`config.mk`:
```
export PLATFORM = sky130hd
export DESIGN_NAME = time_of_day_counter
export DESIGN_NICKNAME = d
export VERILOG_FILES = /design/src/rtl/time_of_day_counter.sv
export SDC_FILE = /design/constraint.sdc
export NUM_CORES = 1
export LEC_CHECK = 0
export CAP_MARGIN = 15
export CORE_MARGIN = 8
export CORE_UTILIZATION = 47
export CTS_CLUSTER_DIAMETER = 80
export DETAILED_ROUTE_END_ITERATION = 8
export HOLD_SLACK_MARGIN = 0.03
export PLACE_DENSITY_LB_ADDON = 0.08
export SYNTH_ARGS = -nofsm -noshare
export SYNTH_HDL_FRONTEND = slang
export SYNTH_SLANG_ARGS = --single-unit
```
`constraint.sdc`:
```
create_clock -name clk_i -period 2.5 [get_ports clk_i]
set_input_delay 0.5 -clock clk_i [delete_from_list [all_inputs] [get_ports clk_i]]
set_output_delay 0.5 -clock clk_i [all_outputs]
set_load 0.02 [all_outputs]
```
`src/rtl/time_of_day_counter.sv`:
```
// Time-of-day counter: HH:MM:SS in packed BCD, 24 h. It advances on second_inc_i,
// is loaded with hours/minutes by the MSF decoder, and emits minute/hour/day carry
// pulses.
module time_of_day_counter #(
    parameter logic [7:0] RST_HOURS   = 8'h00,
    parameter logic [7:0] RST_MINUTES = 8'h00
) (
    input  logic       clk_i,
    input  logic       rst_i,
    input  logic       second_inc_i,
    input  logic       load_i,
    input  logic [7:0] load_hours_i,
    input  logic [7:0] load_minutes_i,
    output logic [7:0] hours_o,
    output logic [7:0] minutes_o,
    output logic [7:0] seconds_o,
    output logic       minute_inc_o,
    output logic       hour_inc_o,
    output logic       day_inc_o,
    output logic       valid_o,
    output logic       load_err_o
);

    logic [7:0] hours_q, hours_d;
    logic [7:0] minutes_q, minutes_d;
    logic [7:0] seconds_q, seconds_d;
    logic       minute_inc_q, minute_inc_d;
    logic       hour_inc_q, hour_inc_d;
    logic       day_inc_q, day_inc_d;
    logic       valid_q, valid_d;
    logic       load_err_q, load_err_d;

    logic hours_legal;
    logic minutes_legal;
    logic load_ok;

    // BCD increment of a legal two-digit value. The caller handles the wrap.
    function automatic logic [7:0] bcd_inc(input logic [7:0] v);
        if (v[3:0] == 4'd9) begin
            bcd_inc = {v[7:4] + 4'd1, 4'd0};
        end else begin
            bcd_inc = {v[7:4], v[3:0] + 4'd1};
        end
    endfunction

    // Load value legality: hours 00..23, minutes 00..59, every nibble a decimal digit.
    always_comb begin
        hours_legal   = ((load_hours_i[7:4] < 4'd2) && (load_hours_i[3:0] <= 4'd9)) ||
                        ((load_hours_i[7:4] == 4'd2) && (load_hours_i[3:0] <= 4'd3));
        minutes_legal = (load_minutes_i[7:4] <= 4'd5) && (load_minutes_i[3:0] <= 4'd9);
        load_ok       = load_i && hours_legal && minutes_legal;
    end

    // Next-state: a legal load takes priority over and drops a coincident increment.
    always_comb begin
        hours_d      = hours_q;
        minutes_d    = minutes_q;
        seconds_d    = seconds_q;
        valid_d      = valid_q;
        minute_inc_d = 1'b0;
        hour_inc_d   = 1'b0;
        day_inc_d    = 1'b0;
        load_err_d   = 1'b0;

        if (load_ok) begin
            hours_d   = load_hours_i;
            minutes_d = load_minutes_i;
            seconds_d = 8'h00;
            valid_d   = 1'b1;
        end else begin
            load_err_d = load_i;
            if (second_inc_i) begin
                if (seconds_q == 8'h59) begin
                    seconds_d    = 8'h00;
                    minute_inc_d = 1'b1;
                    if (minutes_q == 8'h59) begin
                        minutes_d  = 8'h00;
                        hour_inc_d = 1'b1;
                        if (hours_q == 8'h23) begin
                            hours_d   = 8'h00;
                            day_inc_d = 1'b1;
                        end else begin
                            hours_d = bcd_inc(hours_q);
                        end
                    end else begin
                        minutes_d = bcd_inc(minutes_q);
                    end
                end else begin
                    seconds_d = bcd_inc(seconds_q);
                end
            end
        end
    end

    // State and output registers with synchronous reset.
    always_ff @(posedge clk_i) begin
        if (rst_i) begin
            hours_q      <= RST_HOURS;
            minutes_q    <= RST_MINUTES;
            seconds_q    <= 8'h00;
            valid_q      <= 1'b0;
            minute_inc_q <= 1'b0;
            hour_inc_q   <= 1'b0;
            day_inc_q    <= 1'b0;
            load_err_q   <= 1'b0;
        end else begin
            hours_q      <= hours_d;
            minutes_q    <= minutes_d;
            seconds_q    <= seconds_d;
            valid_q      <= valid_d;
            minute_inc_q <= minute_inc_d;
            hour_inc_q   <= hour_inc_d;
            day_inc_q    <= day_inc_d;
            load_err_q   <= load_err_d;
        end
    end

    assign hours_o      = hours_q;
    assign minutes_o    = minutes_q;
    assign seconds_o    = seconds_q;
    assign minute_inc_o = minute_inc_q;
    assign hour_inc_o   = hour_inc_q;
    assign day_inc_o    = day_inc_q;
    assign valid_o      = valid_q;
    assign load_err_o   = load_err_q;

endmodule

```
# Yosys cells after proc, flatten, opt, wreduce, memory -nomap -nowiden
# Index checks and enable logic that the tools add are counted.
# totals
elab_cells,69
latchBits,0
ff_bits,29
inputBits,20
n_memories,0
rom_bits,0
mem_bits_rw,0
# op_classes
eq_ne,7
add_sub_neg,6
n_shift,0
n_reduce_logical,21
order_cmp,5
n_bitwise,3
mux,16
div,0
mul,0
# op_table
cell,count
$mux 8,13
$add 4x1->4 const B,6
$eq 8x7->1 const B,2
$eq 4x4->1 const B,3
$eq 8x6->1 const B,1
$le 4x4->1 const B,2
$reduce_bool 2->1,4
$reduce_and 3->1,2
$reduce_bool 3->1,2
$logic_and 1x1->1,5
$reduce_or 5->1,1
$eq 4x2->1 const B,1
$le 4x2->1 const B,1
$le 4x3->1 const B,1
$lt 4x2->1 const B,1
$reduce_and 2->1,2
$reduce_and 4->1,1
$reduce_or 4->1,1
$mux 1,3
$not 1->1,3
$reduce_or 3->1,1
$reduce_or 2->1,1
$logic_or 1x1->1,1

# Logic depth before layout (Yosys ltp)
# Gate-level depths: netlist (run 1).
# logic_depth
ltp_word,7
depth_mapped,8

# Worst setup path before layout (run 1)
# No wires, ideal clock.
# synth_path
path_type,reg-to-reg
from,"reg seconds_q[4], in the netlist seconds_o[4]"
to,"reg hours_q[1], in the netlist hours_o[1]"
path_buffers,1
arrival_time_ns,1.844
t_required_ns,2.409
path_slack_ns,0.565
period_less_slack_ns,1.935
stages_incl_launch_ff,7
path_cell_list,dfxtp_1 ha_1 and3b_1 buf_4 nand4_4 or4_1 a311oi_1
# synth_between
elab_chain_cells,3
# synth_rtl
element,line_no,rtl
"start, declared",26,"logic [7:0] seconds_q, seconds_d;"
"start signal, assigned",109,seconds_q <= seconds_d;
$eq 8x7->1,73,if (seconds_q == 8'h59) begin
$reduce_bool 2->1 (no source line),n/a,
$reduce_and 3->1 (no source line),n/a,
"end signal, assigned",107,hours_q <= hours_d;
"end, declared",24,"logic [7:0] hours_q, hours_d;"
# No other way between the ends.
# A chain may end at the register's enable or synchronous reset.

# Worst setup path after layout (run 1)
# Ends and elaborated chain as after synthesis.

==> results.md, run 1 <==
Run status:
- The flow ran to the end, and the final reports show no timing, DRC or antenna violations.

Logic synthesis:
- The top cell type by total area after synthesis is sky130_fd_sc_hd__dfxtp_1.
- The number of synthesized flops with an enable pin is 0.
- The register bit count reported by yosys is 29.
- Among all cell types in the netlist, the one instantiated most often is sky130_fd_sc_hd__dfxtp_1.
- The sequential share of the synthesized area is 35.7%.
- After technology mapping, the gate count stands at 192.
- The synthesized area per cell is 8.48 um2.
- The area of the mapped netlist is 1630 um2.
- The share of flip-flops with an asynchronous set or reset is 0%.
- By count the netlist is led by sky130_fd_sc_hd__dfxtp_1 (29), sky130_fd_sc_hd__nand2_1 (17), sky130_fd_sc_hd__a21oi_1 (13), sky130_fd_sc_hd__o21ai_0 (12), sky130_fd_sc_hd__nor3_1 (11).
- The number of nets in the synthesized netlist is 218.
- Yosys printed 0 warnings.
- After synthesis, the netlist uses 46 different library cells.
- Sorting the synthesized cells by area gives the leading types as sky130_fd_sc_hd__dfxtp_1 (36%), sky130_fd_sc_hd__a311oi_1 (4.8%), sky130_fd_sc_hd__ha_1 (4.6%).
- The most used flip-flop cell after synthesis is sky130_fd_sc_hd__dfxtp_1.
- The proportion of netlist area held by the largest area contributor is 35.7%.

Worst setup path:
- Of all nets on the critical path, the largest fanout is 16.
- The launching element type of the critical path is a register.
- The buffering stage count on the worst path with inverters included is 0.
- The number of cell instances on the worst register-to-register path is 5.
- The worst setup path is captured at a register.
- At the worst endpoint, the required time is 2.75 ns.
- The largest incremental delay on the critical path is 0.58 ns.
- The slowest stage of the critical path belongs to the cell sky130_fd_sc_hd__or4_1.
- The start-to-end type of the worst setup path is reg -> reg.
- The reg-to-reg setup timing slack is 0.28 ns.
- The signal on the critical path passes through ha_1 -> and3b_1 -> nand4_4 -> or4_1 -> a311oi_1.
- In this run the critical register-to-register path is captured at hours_o[1].
- The category of cells accounting for the largest share of critical-path delay is simple AND/OR/NAND/NOR gates.
- The startpoint of the worst register-to-register path is seconds_o[4].
- The data arrival time of the critical path is 2.47 ns.

Power and ir drop:
- The power density over the cells is 438 nW/um2.
- The worst-case IR drop observed on VDD is 0.000464 V.
- The static leakage is 0.726 nW.

Placed design:
- The number of port buffers is 48.
- Detailed placement finished with a half-perimeter wire length of 3.62 mm.
- Once placement completed, the tool counted placed cells totaling 283.
- The routability congestion estimate is 0.817.

Final layout:
- The area growth from synthesis to layout is 38.7%.
- The combined area of the multi-input logic cells is 976 um2.
- The number of standard cells in the layout, taps in and fillers out is 291.
- The number of antenna diodes is 0.
- The layout cell share with drive strength beyond 1 is 9.39%.
- In the final design database the tool counted 270 nets.
- Fill cells in the final layout number 295.
- The sequential cell area in the final layout is 581 um2.

CTS:
- For this design, the CTS-stage hold fixing added 0 buffers.
- Counting the buffers created by CTS gives 5.
- Clock tree synthesis selected as its root buffer the cell sky130_fd_sc_hd__clkbuf_4.
- The H-tree generated during clock tree synthesis spans 2 levels.
- The clock passes through at most 2 buffers.
- The count of instances resized after the clock tree is built is 0.
- TritonCTS built the clock tree.
- At the later pin of the worst-skew pair, clock insertion delay measures 0.34 ns.
- The number of buffers added for setup after CTS is 0.
- The clock-pin slew reported for the worst setup and hold paths after clock tree synthesis is 0.10 ns.
- The clock net in this run drives a total of 29 sinks.

Global route:
- The maximum number of pins on one net before global-route repair is 17.
- Across every metal layer, demand over resource in global routing totals 18.1%.
- The number of global-route vias before repair is 1725.
- The first global-routing pass estimated 7.90 mm of wire.
- For this run the aggregate overflow at the end of global routing stands at 0.
- The initial antenna violation count is 0.

Timing:
- The final worst clock skew is 0.0107 ns.
- The final cycle utilization of the critical path is 88.8%.
- The smallest clock period supported by the final layout is computed as 2.22 ns.
- The final count of hold timing violations is 0.
- The normalized max-slew margin is 52.1%.
- The achievable frequency is 450 MHz.
- The final max-slew violation count came to 0.
- Setup violations remaining at the end of the flow were counted as 0.
- At the pin with the least slew margin, the transition time is 0.709 ns.
- Setup repair after global routing left no endpoint under its margin.
- After routing, the total negative slack on setup checks comes to 0 ns.

Die:
- The die covers 5600 um2.
- The die extent in y is 74.9 um.
- The number of standard-cell rows in the floorplan is 21.
- After floorplanning, the core was sized to cover 3340 um2.
- The top-level I/O count is 49.
- The die is 74.9 um wide.
- Once the floorplan was initialized, standard cells occupied 48.8% of the core.

Detailed routing:
- The count of TritonRoute iterations in the first routing pass is 6.
- The sum of routed wire length over all layers is 4.79 mm.
- After the first detailed-routing iteration, the DRC count stood at 118.
- After detailed routing, the number of vias per cell comes to 5.96.
- The post-detailed-route DRC marker count is 0.
- The count of vias placed by the detailed router is 1735.
- The detail route stage leaves a number of antenna-violating nets equal to 0.
- In the final routed layout, each cell accounts on average for 16.5 um.

Min path:
- The end of the worst hold path is valid_o.
- The type of the tightest min-delay check is reg -> reg.
- The hold path startpoint is valid_o.
- The worst hold path passes through 2 cells.

Job:
- The max-capacitance violation count is 0.
## registers in the layout (all words and copies together), names as in the netlist
register / flops
hours_o: 8
minutes_o: 8
seconds_o: 8
day_inc_o: 1
hour_inc_o: 1
load_err_o: 1
minute_inc_o: 1
valid_o: 1
## worst min-delay path: stages (launching register included)
cell and delay (ns):
sky130_fd_sc_hd__dfxtp_1 0.32, sky130_fd_sc_hd__inv_1 0.05, sky130_fd_sc_hd__a21oi_1 0.05
## report_power, final
part / internal, mW / switching, mW
combinational: 0.0561 / 0.0495
clock: 0.239 / 0.166
sequential: 0.468 / 0.00944
total: 0.763 / 0.225
## through the flow
step           setup WS [ns]  util, %  hold slack [ns]  cell area [um2]  power (mW)
2_1_floorplan          0.565        -            0.522             1630       0.529
3_3_place_gp           0.161     65.1            0.447             2170       0.590
3_5_place_dp          0.0828     65.1            0.442             2170       0.593
4_1_cts                0.311     67.7            0.458             2260       0.989
5_1_grt                0.171     67.7            0.484             2260        1.02
6_report               0.280     67.7            0.454             2260       0.988
## cells by family after synthesis
| kind of cell | share of synthesized area (%) |
|---|---|
| adders and majority gates | 4.61 |
| xor gates and xnor gates | 2.15 |
| DFF | 35.7 |
| AOI/OAI and AO/OA | 20.6 |
| and+or+nand+nor | 32.6 |
| buffers and inverters | 4.38 |
## routing by layer
layer	global-route usage, %	vias up	wire (um)
li1	-	835	-
met1	20.7	818	2020
met2	30.3	69	2320
met3	5.86	13	369
met4	7.39	0	88
met5	0	-	0
## cell type report
class | instances | share of cell area, %
Clock buffer | 7 | 2.44
Clock inverter | 1 | 1.33
Inverter | 7 | 1.16
Multi-Input combinational cell | 146 | 43.2
Sequential cell | 29 | 25.7
Tap cell | 46 | 2.55
Timing Repair Buffer | 55 | 23.6
## layout by cell type (no fill, tap or decap), drive strengths merged, types with 3 or more instances in the layout
cell type	Yosys	layout
buf	4	7
o21ai	12	12
inv	7	7
and3b	3	3
clkdlybuf4s50	0	48
nand3b	3	3
nand2	18	18
or4	8	8
o31ai	6	6
a21oi	13	13
nand3	7	7
nand4	3	3
nor4	3	3
nor3	11	11
ha	6	6
dfxtp	29	29
nor2	7	7
clkbuf	6	7
or3	5	5
a311oi	9	9
nor2b	6	6
## how the worst max path moves through the flow
| stage | slack, ns | endpoint | from | cells past startpoint |
|---|---|---|---|---|
| after floorplan | 0.56 | hours_o[1] | seconds_o[4] | 6 |
| after global placement | 0.16 | hours_o[5] | second_inc_i | 5 |
| after detailed placement | 0.08 | hours_o[1] | second_inc_i | 5 |
| after CTS | 0.31 | hours_o[1] | seconds_o[4] | 5 |
| after global routing | 0.17 | hours_o[1] | seconds_o[4] | 5 |
| final | 0.28 | hours_o[1] | seconds_o[4] | 5 |
Note: power is estimated with default switching activity, not from simulation.
==> run 2: changes to the inputs <==
--- a/config.mk
+++ b/config.mk
@@ -8,7 +8,6 @@
 export CAP_MARGIN = 15
 export CORE_MARGIN = 8
 export CORE_UTILIZATION = 47
-export CTS_CLUSTER_DIAMETER = 80
 export DETAILED_ROUTE_END_ITERATION = 8
 export HOLD_SLACK_MARGIN = 0.03
 export PLACE_DENSITY_LB_ADDON = 0.08
==> results of run 2 <==
The final DEF is identical to that of run 1; final timing and power are the same.
